--- src/rtl/mem_port_arbiter_pkg.sv ---
// Shared types for the fetch/data SRAM port arbiter.
package mem_arb_pkg;

  typedef enum logic [1:0] {PORT_NONE, PORT_I, PORT_D} port_sel_e;

  localparam logic [3:0] BE_WORD   = 4'b1111;
  localparam int         MAX_ADD_W = 30;

  typedef struct packed {
    logic                 we;
    logic                 re;
    logic [3:0]           ble;
    logic [MAX_ADD_W-1:0] add;
    logic [31:0]          d;
  } mem_req_t;

  // Byte address to word index; callers keep only the low bits they need.
  function automatic logic [MAX_ADD_W-1:0] word_of(input logic [31:0] addr);
    return MAX_ADD_W'(addr >> 2);
  endfunction

endpackage

--- src/rtl/mem_port_arbiter_if.sv ---
// Fetch port, data port and SRAM side of the arbiter bundled as one bus.
interface mem_port_arbiter_if #(
  parameter int SIZE = 4096
);
  localparam int AW = $clog2(SIZE);

  logic          i_req_i;
  logic [31:0]   i_addr_i;
  logic          i_gnt_o;
  logic          i_rvalid_o;
  logic [31:0]   i_rdata_o;
  logic          i_err_o;

  logic          d_req_i;
  logic          d_we_i;
  logic [3:0]    d_be_i;
  logic [31:0]   d_addr_i;
  logic [31:0]   d_wdata_i;
  logic          d_gnt_o;
  logic          d_rvalid_o;
  logic [31:0]   d_rdata_o;
  logic          d_err_o;

  logic          mem_we_o;
  logic          mem_re_o;
  logic [3:0]    mem_ble_o;
  logic [31:0]   mem_d_o;
  logic [AW-1:0] mem_add_o;
  logic [31:0]   mem_d_i;

  modport slave (
    input  i_req_i, i_addr_i,
    output i_gnt_o, i_rvalid_o, i_rdata_o, i_err_o,
    input  d_req_i, d_we_i, d_be_i, d_addr_i, d_wdata_i,
    output d_gnt_o, d_rvalid_o, d_rdata_o, d_err_o,
    output mem_we_o, mem_re_o, mem_ble_o, mem_d_o, mem_add_o,
    input  mem_d_i
  );

  modport master (
    output i_req_i, i_addr_i,
    input  i_gnt_o, i_rvalid_o, i_rdata_o, i_err_o,
    output d_req_i, d_we_i, d_be_i, d_addr_i, d_wdata_i,
    input  d_gnt_o, d_rvalid_o, d_rdata_o, d_err_o,
    input  mem_we_o, mem_re_o, mem_ble_o, mem_d_o, mem_add_o,
    output mem_d_i
  );

endinterface

--- src/rtl/mem_arb_resp_reg.sv ---
// Registered response (valid/data/error) for one requesting port.
module mem_arb_resp_reg (
  input  logic        clk,
  input  logic        rst_n,
  input  logic        gnt,
  input  logic        rd,
  input  logic        oor,
  input  logic [31:0] rdata_in,
  output logic        rvalid,
  output logic [31:0] rdata,
  output logic        err
);

  // Data and error hold while the port is idle; only valid drops.
  always_ff @(posedge clk or negedge rst_n) begin
    if (!rst_n) begin
      rvalid <= 1'b0;
      rdata  <= '0;
      err    <= 1'b0;
    end else if (gnt) begin
      rvalid <= 1'b1;
      rdata  <= rd ? rdata_in : '0;
      err    <= oor;
    end else begin
      rvalid <= 1'b0;
    end
  end

endmodule

--- src/rtl/mem_port_arbiter.sv ---
// Single-port SRAM shared by instruction fetch and load/store, data-first with a fetch starvation guard.
module mem_port_arbiter
  import mem_arb_pkg::*;
#(
  parameter int SIZE         = 4096,
  parameter int STARVE_LIMIT = 2
) (
  input logic               clk_i,
  input logic               rst_ni,
  mem_port_arbiter_if.slave bus
);

  localparam int AW = $clog2(SIZE);
  localparam int CW = $clog2(STARVE_LIMIT + 1);
  localparam logic [CW-1:0] LIMIT = CW'(STARVE_LIMIT);

  port_sel_e     sel;
  mem_req_t      req;
  logic [CW-1:0] starve_cnt;
  logic          i_in_range;
  logic          d_in_range;
  logic          unused_add_hi;

  assign i_in_range = bus.i_addr_i < 32'(SIZE);
  assign d_in_range = bus.d_addr_i < 32'(SIZE);

  always_comb begin
    sel = PORT_NONE;
    if (bus.d_req_i && (!bus.i_req_i || starve_cnt < LIMIT)) begin
      sel = PORT_D;
    end else if (bus.i_req_i) begin
      sel = PORT_I;
    end
  end

  // Out-of-range grants leave the SRAM bus fully idle.
  always_comb begin
    req = '0;
    case (sel)
      PORT_I: begin
        if (i_in_range) begin
          req.re  = 1'b1;
          req.ble = BE_WORD;
          req.add = word_of(bus.i_addr_i);
        end
      end
      PORT_D: begin
        if (d_in_range) begin
          req.we  = bus.d_we_i;
          req.re  = !bus.d_we_i;
          req.ble = bus.d_be_i;
          req.add = word_of(bus.d_addr_i);
          req.d   = bus.d_we_i ? bus.d_wdata_i : '0;
        end
      end
      default: req = '0;
    endcase
  end

  assign bus.i_gnt_o   = (sel == PORT_I);
  assign bus.d_gnt_o   = (sel == PORT_D);
  assign bus.mem_we_o  = req.we;
  assign bus.mem_re_o  = req.re;
  assign bus.mem_ble_o = req.ble;
  assign bus.mem_d_o   = req.d;
  assign bus.mem_add_o = req.add[AW-1:0];
  assign unused_add_hi = ^req.add;

  always_ff @(posedge clk_i or negedge rst_ni) begin
    if (!rst_ni) begin
      starve_cnt <= '0;
    end else if (bus.i_req_i && sel != PORT_I) begin
      starve_cnt <= (starve_cnt >= LIMIT) ? starve_cnt : starve_cnt + CW'(1);
    end else begin
      starve_cnt <= '0;
    end
  end

  mem_arb_resp_reg u_i_resp (
    .clk      (clk_i),
    .rst_n    (rst_ni),
    .gnt      (sel == PORT_I),
    .rd       (i_in_range),
    .oor      (!i_in_range),
    .rdata_in (bus.mem_d_i),
    .rvalid   (bus.i_rvalid_o),
    .rdata    (bus.i_rdata_o),
    .err      (bus.i_err_o)
  );

  mem_arb_resp_reg u_d_resp (
    .clk      (clk_i),
    .rst_n    (rst_ni),
    .gnt      (sel == PORT_D),
    .rd       (d_in_range && !bus.d_we_i),
    .oor      (!d_in_range),
    .rdata_in (bus.mem_d_i),
    .rvalid   (bus.d_rvalid_o),
    .rdata    (bus.d_rdata_o),
    .err      (bus.d_err_o)
  );

endmodule

--- src/flat_wrapper.sv ---
// flat-port wrapper written by rule: the top's interface ports become plain ports
module mem_port_arbiter_flat import mem_arb_pkg::*;
#(
  parameter int SIZE         = 4096,
  parameter int STARVE_LIMIT = 2
)
  (clk_i, rst_ni, bus_i_req_i, bus_i_addr_i, bus_i_gnt_o, bus_i_rvalid_o, bus_i_rdata_o, bus_i_err_o, bus_d_req_i, bus_d_we_i, bus_d_be_i, bus_d_addr_i, bus_d_wdata_i, bus_d_gnt_o, bus_d_rvalid_o, bus_d_rdata_o, bus_d_err_o, bus_mem_we_o, bus_mem_re_o, bus_mem_ble_o, bus_mem_d_o, bus_mem_add_o, bus_mem_d_i);
  mem_port_arbiter_if #(.SIZE(SIZE)) bus_i ();
  input logic clk_i;
  input logic rst_ni;
  input wire logic [$bits(bus_i.i_req_i)-1:0] bus_i_req_i;
  input wire logic [$bits(bus_i.i_addr_i)-1:0] bus_i_addr_i;
  output wire logic [$bits(bus_i.i_gnt_o)-1:0] bus_i_gnt_o;
  output wire logic [$bits(bus_i.i_rvalid_o)-1:0] bus_i_rvalid_o;
  output wire logic [$bits(bus_i.i_rdata_o)-1:0] bus_i_rdata_o;
  output wire logic [$bits(bus_i.i_err_o)-1:0] bus_i_err_o;
  input wire logic [$bits(bus_i.d_req_i)-1:0] bus_d_req_i;
  input wire logic [$bits(bus_i.d_we_i)-1:0] bus_d_we_i;
  input wire logic [$bits(bus_i.d_be_i)-1:0] bus_d_be_i;
  input wire logic [$bits(bus_i.d_addr_i)-1:0] bus_d_addr_i;
  input wire logic [$bits(bus_i.d_wdata_i)-1:0] bus_d_wdata_i;
  output wire logic [$bits(bus_i.d_gnt_o)-1:0] bus_d_gnt_o;
  output wire logic [$bits(bus_i.d_rvalid_o)-1:0] bus_d_rvalid_o;
  output wire logic [$bits(bus_i.d_rdata_o)-1:0] bus_d_rdata_o;
  output wire logic [$bits(bus_i.d_err_o)-1:0] bus_d_err_o;
  output wire logic [$bits(bus_i.mem_we_o)-1:0] bus_mem_we_o;
  output wire logic [$bits(bus_i.mem_re_o)-1:0] bus_mem_re_o;
  output wire logic [$bits(bus_i.mem_ble_o)-1:0] bus_mem_ble_o;
  output wire logic [$bits(bus_i.mem_d_o)-1:0] bus_mem_d_o;
  output wire logic [$bits(bus_i.mem_add_o)-1:0] bus_mem_add_o;
  input wire logic [$bits(bus_i.mem_d_i)-1:0] bus_mem_d_i;
  assign bus_i.i_req_i = bus_i_req_i;
  assign bus_i.i_addr_i = bus_i_addr_i;
  assign bus_i_gnt_o = bus_i.i_gnt_o;
  assign bus_i_rvalid_o = bus_i.i_rvalid_o;
  assign bus_i_rdata_o = bus_i.i_rdata_o;
  assign bus_i_err_o = bus_i.i_err_o;
  assign bus_i.d_req_i = bus_d_req_i;
  assign bus_i.d_we_i = bus_d_we_i;
  assign bus_i.d_be_i = bus_d_be_i;
  assign bus_i.d_addr_i = bus_d_addr_i;
  assign bus_i.d_wdata_i = bus_d_wdata_i;
  assign bus_d_gnt_o = bus_i.d_gnt_o;
  assign bus_d_rvalid_o = bus_i.d_rvalid_o;
  assign bus_d_rdata_o = bus_i.d_rdata_o;
  assign bus_d_err_o = bus_i.d_err_o;
  assign bus_mem_we_o = bus_i.mem_we_o;
  assign bus_mem_re_o = bus_i.mem_re_o;
  assign bus_mem_ble_o = bus_i.mem_ble_o;
  assign bus_mem_d_o = bus_i.mem_d_o;
  assign bus_mem_add_o = bus_i.mem_add_o;
  assign bus_i.mem_d_i = bus_mem_d_i;
  mem_port_arbiter #(.SIZE(SIZE), .STARVE_LIMIT(STARVE_LIMIT)) u_core (.clk_i(clk_i), .rst_ni(rst_ni), .bus(bus_i));
endmodule
--- config.mk ---
export PLATFORM = sky130hd
export DESIGN_NAME = mem_port_arbiter_flat
export DESIGN_NICKNAME = d
export VERILOG_FILES = /design/src/rtl/mem_port_arbiter_pkg.sv /design/src/rtl/mem_port_arbiter_if.sv /design/src/rtl/mem_arb_resp_reg.sv /design/src/rtl/mem_port_arbiter.sv /design/src/flat_wrapper.sv
export SDC_FILE = /design/constraint.sdc
export NUM_CORES = 1
export LEC_CHECK = 0
export CORE_AREA = 2 2 100 102
export CTS_CLUSTER_SIZE = 30
export DETAILED_ROUTE_END_ITERATION = 16
export DIE_AREA = 0 0 102 104
export PLACE_DENSITY_LB_ADDON = 0.25
export SKIP_LAST_GASP = 1
export SLEW_MARGIN = 40
export SYNTH_ARGS = -nofsm -noshare
export SYNTH_HDL_FRONTEND = slang
export SYNTH_SLANG_ARGS = --single-unit
--- constraint.sdc ---
create_clock -name clk_i -period 4.29 [get_ports clk_i]
set_input_delay 0.429 -clock clk_i [delete_from_list [all_inputs] [get_ports clk_i]]
set_output_delay 0.429 -clock clk_i [all_outputs]
set_load 0.02 [all_outputs]
* After elaboration in Yosys (flattened, before gate mapping)
Index checks and enable logic that the tools add are counted.
** Word-level totals
- Flip-flop bits (word level) :: 70
- Bits of input ports :: 137
- Output and inout port bits :: 120
- Logic and storage cells :: 38
** Cells by class
- Add/sub/neg operators :: 1
- Order comparisons :: 4
- Equality and inequality tests :: 4
- Multiplexer cells :: 14
- Reductions and logical operators :: 8
** Operators by type and width (number)
- $mux W32 :: 4
- $pmux W35 S2 :: 1
- $mux W68 :: 1
- $lt A32 B13 Y1 const B :: 2
- $mux W35 :: 1
- $mux W2 :: 3
- $logic_not A1 Y1 :: 4
- $mux W1 :: 4
- $logic_and A1 B1 Y1 :: 3
- $add A2 B1 Y2 const B :: 1
- $eq A2 B1 Y1 const B :: 1
- $eq A2 B2 Y1 const B :: 1
- $ge A2 B2 Y1 const B :: 1
- $lt A2 B2 Y1 const B :: 1
- $ne A2 B1 Y1 const B :: 1
- $ne A2 B2 Y1 const B :: 1
- $logic_or A1 B1 Y1 :: 1

* Longest topological paths before layout
- Depth after elaboration :: 7
- Gate-level depth with buffers :: 9
- Depth with buffers taken out :: 6

* Hierarchy
From an unflattened synthesis, not the netlist that was laid out.
** Unflattened totals
- Cells, all modules :: 387
- Area, all modules :: 3505.9 um2
** By module, submodules not included
- mem_arb_resp_reg :: times used 2, cells an instance 141, area an instance 1388.8 um2, sequential area each 850.8 um2
- mem_port_arbiter :: times used 1, cells an instance 105, area an instance 728.2 um2, sequential area each 50.0 um2

* Worst setup path after synthesis
Ideal clock, no wire load.
- Path kind :: input to output
- From :: input port bus_i_addr_i[31]
- To :: output port bus_mem_ble_o[0]
- Arrival time :: 1.755 ns
- Required time :: 3.861 ns
- Path slack :: 2.106 ns
- Stages :: 6
- Buffers on the path :: 2
- Cell sequence :: or4_1 -> nor2_1 -> and4b_1 -> buf_4 -> buf_6 -> a31o_1
** On the way
- Cells in the longest elaborated chain, start to end :: 3
** RTL lines
- start: declaration :: line flat_wrapper.sv:12 : input wire logic [$bits(bus_i.i_addr_i)-1:0] bus_i_addr_i;
- $lt A32 B13 Y1 :: line mem_port_arbiter.sv:24 : assign i_in_range = bus.i_addr_i < 32'(SIZE);
- $mux W35 :: line mem_port_arbiter.sv:41 : if (i_in_range) begin
- $pmux W35 S2 :: line mem_port_arbiter.sv:39 : case (sel)
- end: declaration :: line flat_wrapper.sv:28 : output wire logic [$bits(bus_i.mem_ble_o)-1:0] bus_mem_ble_o;
No other way between the ends.

* Worst setup path in the final report
- From :: input port bus_d_addr_i[22]
- To :: output port bus_mem_d_o[0]
** On the way
- Cells in the longest elaborated chain, start to end :: 3
** RTL lines
- start: declaration :: line flat_wrapper.sv:20 : input wire logic [$bits(bus_i.d_addr_i)-1:0] bus_d_addr_i;
- $lt A32 B13 Y1 :: line mem_port_arbiter.sv:25 : assign d_in_range = bus.d_addr_i < 32'(SIZE);
- $mux W68 :: line mem_port_arbiter.sv:48 : if (d_in_range) begin
- $mux W32 :: line mem_port_arbiter.sv:39
- end: declaration :: line flat_wrapper.sv:29 : output wire logic [$bits(bus_i.mem_d_o)-1:0] bus_mem_d_o;
No other way between the ends.

==> report_table.html <==
<table>
<tr><th>Metric</th><th>Value</th></tr>
<tr><th colspan="2">Synth</th></tr>
<tr><td>Cells after synthesis</td><td>264</td></tr>
<tr><td>Part of the Yosys area used for sequential elements</td><td>0.569</td></tr>
<tr><td>Synthesized area per cell</td><td>11.7 sq um</td></tr>
<tr><td>Number of flip-flops and latches in the synthesized netlist</td><td>70</td></tr>
<tr><td>Total number of yosys warnings</td><td>0</td></tr>
<tr><td>Count of cell types in the netlist</td><td>29</td></tr>
<tr><td>Largest area contributor in the netlist</td><td>dfrtp_1</td></tr>
<tr><td>Post-synth top area share</td><td>0.569</td></tr>
<tr><td>Most area-consuming cells after synthesis</td><td>dfrtp_1 57%, a22o_1 18%, and3_1 6.9%, buf_6 1.8%, nand3_1 1.8%</td></tr>
<tr><td>Area of the mapped netlist</td><td>3080 sq um</td></tr>
<tr><th colspan="2">Critical path</th></tr>
<tr><td>Worst-path maximum fanout</td><td>33</td></tr>
<tr><td>Startpoint types</td><td>input port</td></tr>
<tr><td>Critical path endpoint category</td><td>output pin</td></tr>
<tr><td>Required time reported for the critical path endpoint</td><td>3860 ps</td></tr>
<tr><td>Critical path start-end classification</td><td>in2out</td></tr>
<tr><td>WP data arrival</td><td>3130 ps</td></tr>
<tr><th colspan="2">Drt</th></tr>
<tr><td>Post-route DRC</td><td>0</td></tr>
<tr><td>Initial drt markers</td><td>147</td></tr>
<tr><td>DR pass1 iterations</td><td>4</td></tr>
<tr><td>Drt total wl</td><td>11.7 mm</td></tr>
<tr><td>Routed len/inst</td><td>18.1 um</td></tr>
<tr><td>Count of nets left with antenna violations after detail routing</td><td>0</td></tr>
<tr><td>Via count of the routed design</td><td>3,206</td></tr>
<tr><td>Post-detailed-route via-to-cell ratio</td><td>4.97</td></tr>
<tr><th colspan="2">Power and ir drop</th></tr>
<tr><td>Combinational Power Share</td><td>0.124</td></tr>
<tr><td>Power Density</td><td>241 nW/um^2</td></tr>
<tr><td>Internal cell power</td><td>1120 uW</td></tr>
<tr><td>Leakage component of the power</td><td>0.00256 uW</td></tr>
<tr><td>Peak supply drop</td><td>0.182 mV</td></tr>
<tr><td>Switching Fraction</td><td>0.209</td></tr>
<tr><td>Clock share of power</td><td>0.407</td></tr>
<tr><td>Power dissipated by switching net loads</td><td>295 uW</td></tr>
<tr><td>Share of total power in sequential cells</td><td>0.470</td></tr>
<tr><th colspan="2">Global routing</th></tr>
<tr><td>Number of global-route vias before repair</td><td>3,281</td></tr>
<tr><td>Pin count of the biggest net entering global routing</td><td>41</td></tr>
<tr><td>Global Route Usage Sum</td><td>0.219</td></tr>
<tr><td>Busiest layer in global routing</td><td>met2</td></tr>
<tr><td>Global Route met2 Usage</td><td>0.362</td></tr>
<tr><td>Number of antenna violations at the first check in global routing</td><td>0</td></tr>
<tr><td>GR Overflow Total</td><td>0</td></tr>
<tr><td>GR met1 Demand/Resource</td><td>0.267</td></tr>
<tr><td>Met3 track demand over resource</td><td>0.0632</td></tr>
<tr><td>Wire length of the first global-routing pass</td><td>17.8 mm</td></tr>
<tr><th colspan="2">Layout</th></tr>
<tr><td>Final cell utilization of the core</td><td>0.613</td></tr>
<tr><td>Layout cell share with drive strength beyond 1</td><td>0.0547</td></tr>
<tr><td>Nets@finish</td><td>645</td></tr>
<tr><td>Count of filler cells inserted in the layout</td><td>819</td></tr>
<tr><td>Area growth from synthesis to final layout</td><td>90.0%</td></tr>
<tr><td>Post-layout instance area</td><td>5850 sq um</td></tr>
<tr><td>Antenna diodes</td><td>0</td></tr>
<tr><th colspan="2">Clock network</th></tr>
<tr><td>Number of gates given a new drive strength after cts</td><td>0</td></tr>
<tr><td>Clk pin slew, worst setup/hold paths</td><td>70 ps</td></tr>
<tr><td>Worst-case clock buffer depth</td><td>2</td></tr>
<tr><td>Clock tree from TritonCTS</td><td>yes</td></tr>
<tr><td>Number of clock sinks</td><td>70</td></tr>
<tr><td>Count of hold buffers inserted by post-cts repair</td><td>0</td></tr>
<tr><td>Number of levels the H-tree was split into</td><td>3</td></tr>
<tr><td>Master cell of the clock root buffer</td><td>clkbuf_8</td></tr>
<tr><td>Insertion delay of the later-clocked pin in the worst-skew pair</td><td>340 ps</td></tr>
<tr><td>Post-CTS Setup Inserts</td><td>0</td></tr>
<tr><td>Inserted Clock Buffers</td><td>9</td></tr>
<tr><th colspan="2">Timing</th></tr>
<tr><td>Number of setup violations in the final report</td><td>0</td></tr>
<tr><td>Final period demand of the worst path</td><td>3560 ps</td></tr>
<tr><td>Setup clock skew after layout</td><td>7.20 ps</td></tr>
<tr><td>Unrepaired setup endpoints after global routing</td><td>no</td></tr>
<tr><td>Slew headroom</td><td>0.543</td></tr>
<tr><td>Actual transition at the worst max-transition pin</td><td>685 ps</td></tr>
<tr><td>Final hold violation count</td><td>0</td></tr>
<tr><td>Share of the clock period used by the worst path after layout</td><td>0.830</td></tr>
<tr><td>Peak clock frequency supported by timing</td><td>0.281 GHz</td></tr>
<tr><td>Setup_tns</td><td>0 ps</td></tr>
<tr><td>Final Max Slew Viols</td><td>0</td></tr>
<tr><th colspan="2">Die</th></tr>
<tr><td>Die outline width</td><td>102 um</td></tr>
<tr><td>Die footprint</td><td>10,600 sq um</td></tr>
<tr><td>Die height</td><td>104 um</td></tr>
<tr><td>Initial Utilization</td><td>0.323</td></tr>
<tr><td>Count of boundary I/O pins</td><td>257</td></tr>
<tr><td>Count of standard-cell rows</td><td>36</td></tr>
<tr><td>Core region area</td><td>9550 sq um</td></tr>
<tr><th colspan="2">Run status</th></tr>
<tr><td>Status</td><td>complete, no violations</td></tr>
<tr><th colspan="2">Run</th></tr>
<tr><td>Max-cap viol count</td><td>0</td></tr>
<tr><th colspan="2">Placement</th></tr>
<tr><td>Final HPWL DP</td><td>8.93 mm</td></tr>
<tr><td>Number of port buffers</td><td>250</td></tr>
<tr><td>Placer congestion estimate</td><td>0.798</td></tr>
<tr><td>Cell area after placement</td><td>5640 sq um</td></tr>
<tr><th colspan="2">Worst hold path</th></tr>
<tr><td>Worst Hold Class</td><td>in2async</td></tr>
</table>
-- area by class of cell --
cell class | count | area (sq um) | share of cell area
inverters | 4 | 15.0 | 0.00257
clock buffers | 12 | 145 | 0.0248
well taps | 133 | 166 | 0.0284
multi-input cells | 165 | 1160 | 0.198
repair buffers | 257 | 2540 | 0.435
clock inverters | 4 | 70.1 | 0.0120
flip-flops and latches | 70 | 1750 | 0.299
-- cells in the mapped netlist --
| cell | instances |
|---|---|
| a22o_1 | 64 |
| a31o_1 | 5 |
| and2_2 | 1 |
| and3_1 | 34 |
| and4_1 | 1 |
| and4b_1 | 1 |
| buf_1 | 1 |
| buf_2 | 6 |
| buf_4 | 4 |
| buf_6 | 5 |
| clkbuf_1 | 10 |
| conb_1 | 1 |
| dfrtp_1 | 70 |
| ha_1 | 1 |
| inv_1 | 3 |
| inv_2 | 1 |
| nand2_1 | 13 |
| nand2b_1 | 1 |
| nand3_1 | 11 |
| nand3b_1 | 1 |
| nand4_1 | 1 |
| nor2_1 | 6 |
| nor2_4 | 1 |
| nor3_1 | 1 |
| nor4_1 | 6 |
| o21ai_1 | 10 |
| or4_1 | 2 |
| or4_4 | 2 |
| xor2_1 | 1 |
-- state kept, by name, summed over array words and instances (netlist names) --
name / cells
u_core.u_d_resp.rdata: 32
u_core.u_i_resp.rvalid: 1
u_core.u_i_resp.rdata: 32
u_core.u_d_resp.err: 1
u_core.starve_cnt: 2
u_core.u_i_resp.err: 1
u_core.u_d_resp.rvalid: 1
-- cell families (layout without fill, tap and decap cells) --
| family | count (synthesis) | after routing | synth area share |
|---|---|---|---|
| adder cells (fa/ha/maj) | 1 | 1 | 0.00406 |
| flip-flops | 70 | 70 | 0.569 |
| XOR/XNOR | 1 | 1 | 0.00284 |
| AO/OA/AOI/OAI | 79 | 79 | 0.212 |
| other | 1 | 2 | 0.00122 |
| buffers and inverters | 30 | 277 | 0.0561 |
| AND/OR/NAND/NOR | 82 | 82 | 0.155 |
-- worst max-delay path: stages --
cell             delay (ps)
clkdlybuf4s50_1         400
or4_4                   540
nor2_4                  350
and2_2                  520
and3_1                  230
clkdlybuf4s50_1         640
-- power by group through the flow --
| stage | Combinational, uW | Clock [uW] | Sequential, uW |
|---|---|---|---|
| 4_1_cts | 176 | 593 | 663 |
| 5_1_grt | 188 | 624 | 663 |
| 2_1_floorplan | 24.2 | 0 | 677 |
| 3_5_place_dp | 176 | 0 | 675 |
| 6_report | 174 | 574 | 663 |
| 3_3_place_gp | 174 | 0 | 675 |
-- routing by layer --
metal	vias to the layer above	wire, um
met3	18	950
met1	1547	4700
met5	-	0
met4	0	292
li1	1480	-
met2	161	5750
-- layout by cell type, fill, tap and decap left out, drive strengths merged --
cell type / Yosys / routed
and2: 1 / 1
or4: 4 / 4
clkbuf: 10 / 12
xor2: 1 / 1
nand4: 1 / 1
dfrtp: 70 / 70
clkinv: 0 / 2
nand3: 11 / 11
clkdlybuf4s50: 0 / 248
a22o: 64 / 64
ha: 1 / 1
bufinv: 0 / 2
conb: 1 / 2
nand3b: 1 / 1
a31o: 5 / 5
nand2: 13 / 13
nor2: 7 / 7
and4: 1 / 1
buf: 16 / 9
and3: 34 / 34
nand2b: 1 / 1
o21ai: 10 / 10
and4b: 1 / 1
inv: 4 / 4
nor4: 6 / 6
nor3: 1 / 1
-- final timing paths --
path                                       from                        end  slack [ps]  cells after the start
hold reg to reg             u_core.u_d_resp.err        u_core.u_d_resp.err         490                      2
setup reg to reg           u_core.starve_cnt[1]  u_core.u_i_resp.rdata[22]        2320                      5
setup / recovery               bus_d_addr_i[22]             bus_mem_d_o[0]         730                      6
hold / removal                           rst_ni  u_core.u_i_resp.rdata[24]         120                      1
max in group asynchronous                rst_ni     u_core.u_i_resp.rvalid        3200                      2
min in group clk_i          u_core.u_d_resp.err        u_core.u_d_resp.err         490                      2
-- stage by stage --
stage          setup slack, ps  hold WS (ps)  power [uW]  cells
2_1_floorplan             2110           133         701    265
3_3_place_gp               735           479         849    629
3_5_place_dp               720           485         851    629
4_1_cts                    726           127        1430    645
5_1_grt                    585           166        1470    645
6_report                   730           125        1410    645
Note: power is estimated with default switching activity, not from simulation.
